`src/rtl/sad_pkg.sv`:
```
// Shared definitions for the SAD address generator: walker FSM encoding and default widths.
package sad_pkg;

   localparam int SAD_ADDR_W = 32;

   typedef enum logic [1:0] {
      ST_IDLE = 2'd0,
      ST_RUN  = 2'd1,
      ST_DONE = 2'd2
   } sad_state_e;

endpackage

```
`src/rtl/sad_addr_gen_if.sv`:
```
// Address stream from the SAD window walker to the SAD memory port (valid/ready).
interface sad_addr_gen_if #(
   parameter int ADDR_W = 32,
   parameter int CNT_W  = 8
);

   logic [ADDR_W-1:0] addr;
   logic              addr_valid;
   logic              addr_ready;
   logic [CNT_W-1:0]  row_idx;
   logic [CNT_W-1:0]  col_idx;
   logic              last;

   modport master (
      output addr, addr_valid, row_idx, col_idx, last,
      input  addr_ready
   );

   modport slave (
      input  addr, addr_valid, row_idx, col_idx, last,
      output addr_ready
   );

endinterface

```
`src/rtl/sad_ofs_table.sv`:
```
// NUM_OFS x ADDR_W offset register file: one write port, one async read port, sync active-low clear.
module sad_ofs_table #(
   parameter int ADDR_W  = 32,
   parameter int NUM_OFS = 4,
   parameter int SEL_W   = $clog2(NUM_OFS)
) (
   input  logic              Clk,
   input  logic              Rst,
   input  logic              wr_en,
   input  logic [SEL_W-1:0]  wr_idx,
   input  logic [ADDR_W-1:0] wr_data,
   input  logic [SEL_W-1:0]  rd_idx,
   output logic [ADDR_W-1:0] rd_data
);

   logic [ADDR_W-1:0] mem_q [NUM_OFS];
   logic [ADDR_W-1:0] mem_d [NUM_OFS];

   always_comb begin
      for (int i = 0; i < NUM_OFS; i++) begin
         mem_d[i] = mem_q[i];
      end
      if (wr_en && (int'(wr_idx) < NUM_OFS)) begin
         mem_d[wr_idx] = wr_data;
      end
   end

   always_ff @(posedge Clk) begin
      for (int i = 0; i < NUM_OFS; i++) begin
         if (!Rst) begin
            mem_q[i] <= '0;
         end else begin
            mem_q[i] <= mem_d[i];
         end
      end
   end

   // Out-of-range selectors (non power-of-two tables) read as a zero offset.
   always_comb begin
      rd_data = '0;
      if (int'(rd_idx) < NUM_OFS) begin
         rd_data = mem_q[rd_idx];
      end
   end

endmodule

```
`src/rtl/sad_addr_gen.sv`:
```
// SAD window address generator: base+offset[sel] latched on start, then a rows x cols walk.
// Optional `define SAD_AG_BOUND_EN adds the limit input and advisory oob output.
//
// state   | meaning
// --------+-----------------------------------------------------------
// ST_IDLE | waiting for start; no address presented
// ST_RUN  | addr_valid high, one address per accepted beat
// ST_DONE | single-cycle completion, done pulse
module sad_addr_gen
   import sad_pkg::*;
#(
   parameter int ADDR_W  = SAD_ADDR_W,
   parameter int NUM_OFS = 4,
   parameter int CNT_W   = 8,
   parameter int SEL_W   = $clog2(NUM_OFS)
) (
   input  logic              Clk,
   input  logic              Rst,
   input  logic              ofs_wr_en,
   input  logic [SEL_W-1:0]  ofs_wr_idx,
   input  logic [ADDR_W-1:0] ofs_wr_data,
   input  logic              start,
   input  logic [ADDR_W-1:0] base,
   input  logic [SEL_W-1:0]  sel,
   input  logic [CNT_W-1:0]  rows,
   input  logic [CNT_W-1:0]  cols,
   input  logic [ADDR_W-1:0] stride,
   sad_addr_gen_if.master    ag,
`ifdef SAD_AG_BOUND_EN
   input  logic [ADDR_W-1:0] limit,
   output logic              oob,
`endif
   output logic              busy,
   output logic              done
);

   sad_state_e        state_q, state_d;
   logic [ADDR_W-1:0] rb_q, rb_d;
   logic [ADDR_W-1:0] stride_q, stride_d;
   logic [CNT_W-1:0]  rows_q, rows_d;
   logic [CNT_W-1:0]  cols_q, cols_d;
   logic [CNT_W-1:0]  row_q, row_d;
   logic [CNT_W-1:0]  col_q, col_d;
   logic [ADDR_W-1:0] ofs_rd;
   logic              last_col;
   logic              last_row;

   // Async read: a write landing on the same edge as start is not yet visible.
   sad_ofs_table #(
      .ADDR_W  (ADDR_W),
      .NUM_OFS (NUM_OFS),
      .SEL_W   (SEL_W)
   ) u_ofs_table (
      .Clk     (Clk),
      .Rst     (Rst),
      .wr_en   (ofs_wr_en),
      .wr_idx  (ofs_wr_idx),
      .wr_data (ofs_wr_data),
      .rd_idx  (sel),
      .rd_data (ofs_rd)
   );

   assign last_col = (col_q == cols_q - CNT_W'(1));
   assign last_row = (row_q == rows_q - CNT_W'(1));

   always_comb begin
      state_d  = state_q;
      rb_d     = rb_q;
      stride_d = stride_q;
      rows_d   = rows_q;
      cols_d   = cols_q;
      row_d    = row_q;
      col_d    = col_q;
      case (state_q)
         ST_IDLE: begin
            if (start) begin
               rb_d     = base + ofs_rd;
               stride_d = stride;
               rows_d   = rows;
               cols_d   = cols;
               row_d    = '0;
               col_d    = '0;
               state_d  = ((rows == '0) || (cols == '0)) ? ST_DONE : ST_RUN;
            end
         end
         ST_RUN: begin
            if (ag.addr_ready) begin
               if (last_row && last_col) begin
                  state_d = ST_DONE;
               end
               if (!last_col) begin
                  col_d = col_q + CNT_W'(1);
               end else begin
                  col_d = '0;
                  row_d = row_q + CNT_W'(1);
                  rb_d  = rb_q + stride_q;
               end
            end
         end
         ST_DONE: state_d = ST_IDLE;
         default: state_d = ST_IDLE;
      endcase
   end

   always_ff @(posedge Clk) begin
      if (!Rst) begin
         state_q  <= ST_IDLE;
         rb_q     <= '0;
         stride_q <= '0;
         rows_q   <= '0;
         cols_q   <= '0;
         row_q    <= '0;
         col_q    <= '0;
      end else begin
         state_q  <= state_d;
         rb_q     <= rb_d;
         stride_q <= stride_d;
         rows_q   <= rows_d;
         cols_q   <= cols_d;
         row_q    <= row_d;
         col_q    <= col_d;
      end
   end

   assign ag.addr_valid = (state_q == ST_RUN);
   assign ag.addr       = rb_q + ADDR_W'(col_q);
   assign ag.row_idx    = row_q;
   assign ag.col_idx    = col_q;
   assign ag.last       = ag.addr_valid && last_row && last_col;
   assign busy          = (state_q == ST_RUN) || (state_q == ST_DONE);
   assign done          = (state_q == ST_DONE);

`ifdef SAD_AG_BOUND_EN
   // Advisory only: the walk continues past the bound.
   assign oob = ag.addr_valid && (ag.addr >= limit);
`endif

endmodule

```
`src/flat_wrapper.sv`:
```
// flat-port wrapper written by rule: the top's interface ports become plain ports
module sad_addr_gen_flat import sad_pkg::*;
#(
   parameter int ADDR_W  = SAD_ADDR_W,
   parameter int NUM_OFS = 4,
   parameter int CNT_W   = 8,
   parameter int SEL_W   = $clog2(NUM_OFS)
)
  (Clk, Rst, ofs_wr_en, ofs_wr_idx, ofs_wr_data, start, base, sel, rows, cols, stride, busy, done, ag_addr, ag_addr_valid, ag_row_idx, ag_col_idx, ag_last, ag_addr_ready);
  sad_addr_gen_if #(.ADDR_W(ADDR_W), .CNT_W(CNT_W)) ag_i ();
  input  logic Clk;
  input  logic Rst;
  input  logic ofs_wr_en;
  input  logic [SEL_W-1:0] ofs_wr_idx;
  input  logic [ADDR_W-1:0] ofs_wr_data;
  input  logic start;
  input  logic [ADDR_W-1:0] base;
  input  logic [SEL_W-1:0] sel;
  input  logic [CNT_W-1:0] rows;
  input  logic [CNT_W-1:0] cols;
  input  logic [ADDR_W-1:0] stride;
  output logic busy;
  output logic done;
  output wire logic [$bits(ag_i.addr)-1:0] ag_addr;
  output wire logic [$bits(ag_i.addr_valid)-1:0] ag_addr_valid;
  output wire logic [$bits(ag_i.row_idx)-1:0] ag_row_idx;
  output wire logic [$bits(ag_i.col_idx)-1:0] ag_col_idx;
  output wire logic [$bits(ag_i.last)-1:0] ag_last;
  input wire logic [$bits(ag_i.addr_ready)-1:0] ag_addr_ready;
  assign ag_addr = ag_i.addr;
  assign ag_addr_valid = ag_i.addr_valid;
  assign ag_row_idx = ag_i.row_idx;
  assign ag_col_idx = ag_i.col_idx;
  assign ag_last = ag_i.last;
  assign ag_i.addr_ready = ag_addr_ready;
  sad_addr_gen #(.ADDR_W(ADDR_W), .NUM_OFS(NUM_OFS), .CNT_W(CNT_W), .SEL_W(SEL_W)) u_core (.Clk(Clk), .Rst(Rst), .ofs_wr_en(ofs_wr_en), .ofs_wr_idx(ofs_wr_idx), .ofs_wr_data(ofs_wr_data), .start(start), .base(base), .sel(sel), .rows(rows), .cols(cols), .stride(stride), .ag(ag_i), .busy(busy), .done(done));
endmodule
```
`config.mk`:
```
export PLATFORM = sky130hd
export DESIGN_NAME = sad_addr_gen_flat
export DESIGN_NICKNAME = d
export VERILOG_FILES = /design/src/rtl/sad_pkg.sv /design/src/rtl/sad_addr_gen_if.sv /design/src/rtl/sad_ofs_table.sv /design/src/rtl/sad_addr_gen.sv /design/src/flat_wrapper.sv
export SDC_FILE = /design/constraint.sdc
export NUM_CORES = 1
export LEC_CHECK = 0
export ABC_AREA = 1
export CAP_MARGIN = 0
export CORE_ASPECT_RATIO = 0.5
export CORE_UTILIZATION = 30
export CTS_CLUSTER_DIAMETER = 120
export DETAILED_ROUTE_END_ITERATION = 6
export SLEW_MARGIN = 20
export SYNTH_ARGS = -nofsm -noshare
export SYNTH_HDL_FRONTEND = slang
export SYNTH_SLANG_ARGS = --single-unit
```
`constraint.sdc`:
```
create_clock -name Clk -period 10.5 [get_ports Clk]
set_input_delay 2.1 -clock Clk [delete_from_list [all_inputs] [get_ports Clk]]
set_output_delay 2.1 -clock Clk [all_outputs]
set_load 0.01 [all_outputs]
```
After elaboration in Yosys (flattened, before gate mapping)
Memories as Yosys holds them, arrays and structs flattened.
Cells that the tools add are included.
Operators by class
  add/sub/neg operators: 7
  $lt $le $gt $ge: 2
  eq/ne operators: 8
  mux-type cells: 26
  bitwise operators: 5
  reduce and logical (&&, ||, !) cells: 14
Operators by type and width (count)
  2-to-1 mux 32 bit: 8
  bitwise mux 128 bit: 1
  2-to-1 mux 128 bit: 1
  adder 32 bit: 2
  demux 32 bit (select 2 bit): 1
  one-hot mux 32 bit (2 select lines): 1
  2-to-1 mux 8 bit: 5
  adder 32 x 8 -> 32 bit: 1
  one-hot mux 8 bit (2 select lines): 2
  adder 8 x 1 -> 8 bit (second input constant): 2
  equality test 8 bit: 2
  zero test 8 bit: 2
  subtractor 8 x 1 -> 8 bit (second input constant): 2
  2-to-1 mux 2 bit: 4
  != test 2 bit (second input constant): 4
  AND reduction 3 bit: 2
  logical AND 1 bit: 4
  bitwise OR 1 bit: 4
  one-hot mux 2 bit (2 select lines): 1
  AND reduction 4 bit: 1
  greater-or-equal comparator 3 bit (second input constant): 1
  < comparator 3 x 1 -> 1 bit (second input constant): 1
  inverter 2 -> 3 bit: 1
  equality test 2 x 1 -> 1 bit (second input constant): 1
  other kinds (6): 8
Storage, ports and cells
  bits in registers: 98
  memory bits (writable): 128
  input port bits: 121
  output and inout bits: 52
  word-level logic and storage cells: 70
  memories kept: 1
Memory list
  u_core.u_ofs_table.mem_q: words 4, bits a word 32, rd ports 5, clocked after memory_dff 0, write ports 4, RTL line sad_ofs_table.sv:16  | logic [ADDR_W-1:0] mem_q [NUM_OFS];

Depth between registers and ports, before layout
  depth in word-level cells: 8
  depth in mapped cells: 21
  depth with buffers taken out: 19

Cells and area by module
A second synthesis with hierarchy kept.
Unflattened totals
  cell total of the unflattened synthesis: 2585
  area total of the unflattened synthesis: 15702.6 um^2
Modules (own cells, without submodules)
  sad_addr_gen: times used 1, cells each 1584, area each 9336.5 um^2, seq. area each 1961.9 um^2
  sad_ofs_table: times used 1, cells each 1001, area each 6366.1 um^2, seq. area each 2562.5 um^2

Least setup slack after synthesis
No wires, ideal clock.
  path kind: input to register
  start point: in sel[0]
  end point: reg u_core.rb_q[30]
  library setup time: 109 ps
  data arrival time: 4636 ps
  data required time: 10391 ps
  setup slack: 5755 ps
  stages: 21
  path buffers: 3
  cell sequence: clkbuf_1 inv_1 clkbuf_1 clkbuf_1 nand2_1 a21oi_1 ha_1 fa_1 nand2_1 o21ai_0 nand2_1 nand2_1 nand2_1 nand2_1 nand2_1 nand2_1 nand2_1 nand3_1 nand3_1 nand2_1 inv_1
Between the ends
  word-level cells in the longest chain between the ends: 4
RTL lines
  start, declared: RTL line flat_wrapper.sv:18  | input logic [SEL_W-1:0] sel;
  memory read (4 x 32 bit)
  adder 32 bit: RTL line sad_addr_gen.sv:77  | rb_d = base + ofs_rd;
  2-to-1 mux 32 bit: RTL line sad_addr_gen.sv:76  | if (start) begin
  one-hot mux 32 bit (2 select lines): RTL line sad_addr_gen.sv:74  | case (state_q)
  end signal, assigned: RTL line sad_addr_gen.sv:116  | rb_q <= rb_d;
  end, declared: RTL line sad_addr_gen.sv:38  | logic [ADDR_W-1:0] rb_q, rb_d;
No other way between the ends. The select of a mux whose other input is x is not followed.
A chain may end at the register's enable or synchronous reset.

Worst setup path after layout
  start point: in sel[0]
  end point: reg u_core.rb_q[26]
The elaborated chain is that of the path after synthesis.

==> results.md <==
- CP Launch Type: input pin
- Clk Latency, worst-skew pair: 570 ps
- Die area: 51700 um^2
- Worst-margin pin slew: 1060 ps
- Drt wl/cell: 16.6 um
- Critical Path Fanout Max: 61
- Share of layout cells above drive strength 1: 0.0307
- Post-CTS Resized: 0
- H-tree depth: 1
- Post-DP Area: 17500 um^2
- 1st-iter DRT viols: 1410
- Post-synth net total: 2666
- Synth-to-Final Area Change: 20.3%
- Filler-free cell count of the finished design: 3281
- Ant diodes: 0
- Final-report max-slew violation count: 0
- Post-CTS setup repair buffer count: 0
- CTS root buf: clkbuf_16
- IO Pins: 173
- Initial Util: 0.309
- Failing checks: DRC
- Worst hold slack: 446 ps
- Avg Cell Area, Syn: 6.17 um^2
- Post-Syn Instances: 2465
- Number of synthesis warnings: 0
- Initial antenna violation count: 0
- Via count: 16200
- Footprint of the multi-input gates: 9140 um^2
- Minimum clock period: 5790 ps
- First-pass GRT wire length: 84.3 mm
- Place WS: 4220 ps
- Rows: 57
- DIE WIDTH: 321 um
- Die height: 161 um
- Final hold vios: 0
- Fin area: 18300 um^2
- Setup_tns: 0 ps
- Largest net degree at the start of global routing: 140
- Drt via density: 4.93
- Core area: 49300 um^2
- Drt total wl: 54.4 mm
- Hold-fix buffers, CTS: 0
- Port Buffers: 172
- Distinct cells, synth: 41
- VDD IR max: 0.000131 V
- CTS clk-pin slew, worst paths: 60 ps
- Final setup fails: 0
- Tcrit/Tclk final: 0.552
- Gr ovfl total: 0
- Max Clock Skew: 18.1 ps
- Post-synth design cell area: 15200 um^2
- Cell count after placement: 3236
- Critical path class: input pin to flop
- Final HPWL DP: 41.1 mm
- Fill cell count: 5368
- Post-synthesis sequential area ratio: 0.297
- CP arrival: 6250 ps
- CTS sink cnt: 226
- Slew margin rel.: 0.289
- Crit end category: flop
- Yosys reg bits: 226
- Max_cap viols: 0
- CTS tree: built
- Final WS setup: 4710 ps
- Register area: 4520 um^2
- Outcome: finished, violations left
- RSZ-0062 raised after global routing: no
- DR DRC count: 10
- Max Clk Rate: 173 MHz
- R2R Setup Slk: 7460 ps
- Hold WC Path Type: flop to flop
- Vias in the first global route: 14500
- Worst endpoint required time: 10950 ps
- P per Cell Area: 197 nW/um^2
- Leakage power: 7.94 nW
- Final GP Congestion: 0.960
- Antenna Nets Post-Route: 0
- DR pass1 iterations: 7
- Clock buffer depth: 3
- Total track usage: 0.206
- Nets: 2786
- TritonCTS buffer count: 25
[cells in the mapped netlist]
master	number	area, um^2
o41ai_1	1	8.76
dfxtp_1	226	4520
a21o_1	2	15.0
fa_1	3	60.1
o21bai_1	7	52.6
xnor2_1	14	123
or2_1	1	6.26
or2_2	2	12.5
clkbuf_1	77	289
nor3_1	28	140
clkbuf_2	1	5.00
inv_2	2	7.51
a21oi_2	1	8.76
nand3_1	119	596
o21ai_1	3	15.0
nand2_1	506	1900
nand2_4	1	11.3
nor3_2	1	10.0
nor4_1	12	75.1
inv_1	298	1120
buf_1	3	11.3
nor2_2	4	25.0
ha_1	77	963
mux2i_1	1	10.0
a31oi_1	2	12.5
o22ai_1	3	18.8
nor2_4	3	33.8
buf_2	1	5.00
nand3_2	1	10.0
o21ai_0	310	1550
dlygate4sd1_1	1	8.76
buf_6	7	78.8
nor2_1	372	1400
nand4_1	29	181
o21ai_2	4	35.0
xor2_1	38	333
clkbuf_8	3	41.3
and2_2	1	7.51
clkinv_1	2	7.51
nand3b_1	7	52.6
a21oi_1	291	1460
[layout by cell type (no fill, tap or decap), types with 38 or more instances in the layout]
master,count
o21ai_0,310
nor2_1,371
nand2_1,505
clkdlybuf4s50_1,171
ha_1,77
dfxtp_1,226
inv_1,297
nand3_1,117
xor2_1,38
a21oi_1,291
[routing by layer]
layer,vias up,track usage,share of wire
met3,64,0.0272,0.057
met5,-,0,0
met1,7381,0.294,0.48
met2,436,0.330,0.45
met4,0,0.0413,0.020
li1,8292,-,-
[cell families (layout without fill, tap and decap cells)]
| group | count (synthesis) | in the layout | share of synthesized area |
|---|---|---|---|
| AND/OR/NAND/NOR | 1087 | 1087 | 0.293 |
| AO/OA/AOI/OAI | 624 | 624 | 0.209 |
| flip-flops | 226 | 226 | 0.297 |
| multiplexers | 1 | 1 | 0.000658 |
| XOR/XNOR | 52 | 52 | 0.0299 |
| buffers and inverters | 395 | 533 | 0.103 |
| adder cells (fa/ha/maj) | 80 | 80 | 0.0673 |
[worst max-delay path, stage by stage]
cell             delay [ps]
clkdlybuf4s50_1         390
buf_4                   260
inv_2                   450
buf_4                   590
a21oi_1                 150
a21oi_1                 180
ha_1                    270
fa_1                    270
nand2_1                  90
o21ai_0                 470
nand2_1                 100
nand2_1                 210
nand2_1                  70
nand2_1                 100
nand2_1                  80
nand2_1                  70
nand2_1                  40
nand3_1                  90
nand3_1                  80
nand2_1                  90
inv_1                    30
[flip-flops by register name, summed over array words and instances (netlist names)]
register and flops:
u_core.u_ofs_table.mem_q 128, u_core.rb_q 32, u_core.stride_q 32, u_core.ag.col_idx 8, u_core.ag.row_idx 8, u_core.cols_q 8
u_core.rows_q 8, u_core.state_q 2
[final timing paths]
| kind | from | endpoint | cells after the start |
|---|---|---|---|
| setup / recovery | sel[0] | u_core.rb_q[26]$_SDFFE_PN0P_ | 21 |
| hold / removal | u_core.u_ofs_table.mem_q[3][21]$_SDFFE_PN0P_ | u_core.u_ofs_table.mem_q[3][21]$_SDFFE_PN0P_ | 2 |
| setup reg to reg | u_core.state_q[1]$_SDFFE_PN0P_ | u_core.ag.row_idx[3]$_SDFFE_PN0P_ | 12 |
| hold reg to reg | u_core.u_ofs_table.mem_q[3][21]$_SDFFE_PN0P_ | u_core.u_ofs_table.mem_q[3][21]$_SDFFE_PN0P_ | 2 |
[final cells by class]
cell class / instances / area share
inverters: 302 / 0.0619
well taps: 678 / 0.0464
multi-input cells: 1844 / 0.499
flip-flops and latches: 226 / 0.247
clock buffers: 34 / 0.0382
repair buffers: 186 / 0.0999
clock inverters: 11 / 0.00697
[report_power, final]
part | internal, mW | switching [mW] | leakage, nW
Clock | 0.519 | 0.391 | 0.401
Combinational | 0.540 | 1.01 | 5.68
Sequential | 0.982 | 0.157 | 1.86
Total | 2.04 | 1.56 | 7.94
[metrics by stage]
stage,total power [mW],util
2_1_floorplan,2.14,-
4_1_cts,3.61,0.371
3_5_place_dp,2.68,0.355
3_3_place_gp,2.68,0.355
5_1_grt,3.84,0.371
6_report,3.60,0.371
No activity file was read; power rests on OpenSTA's default activity.
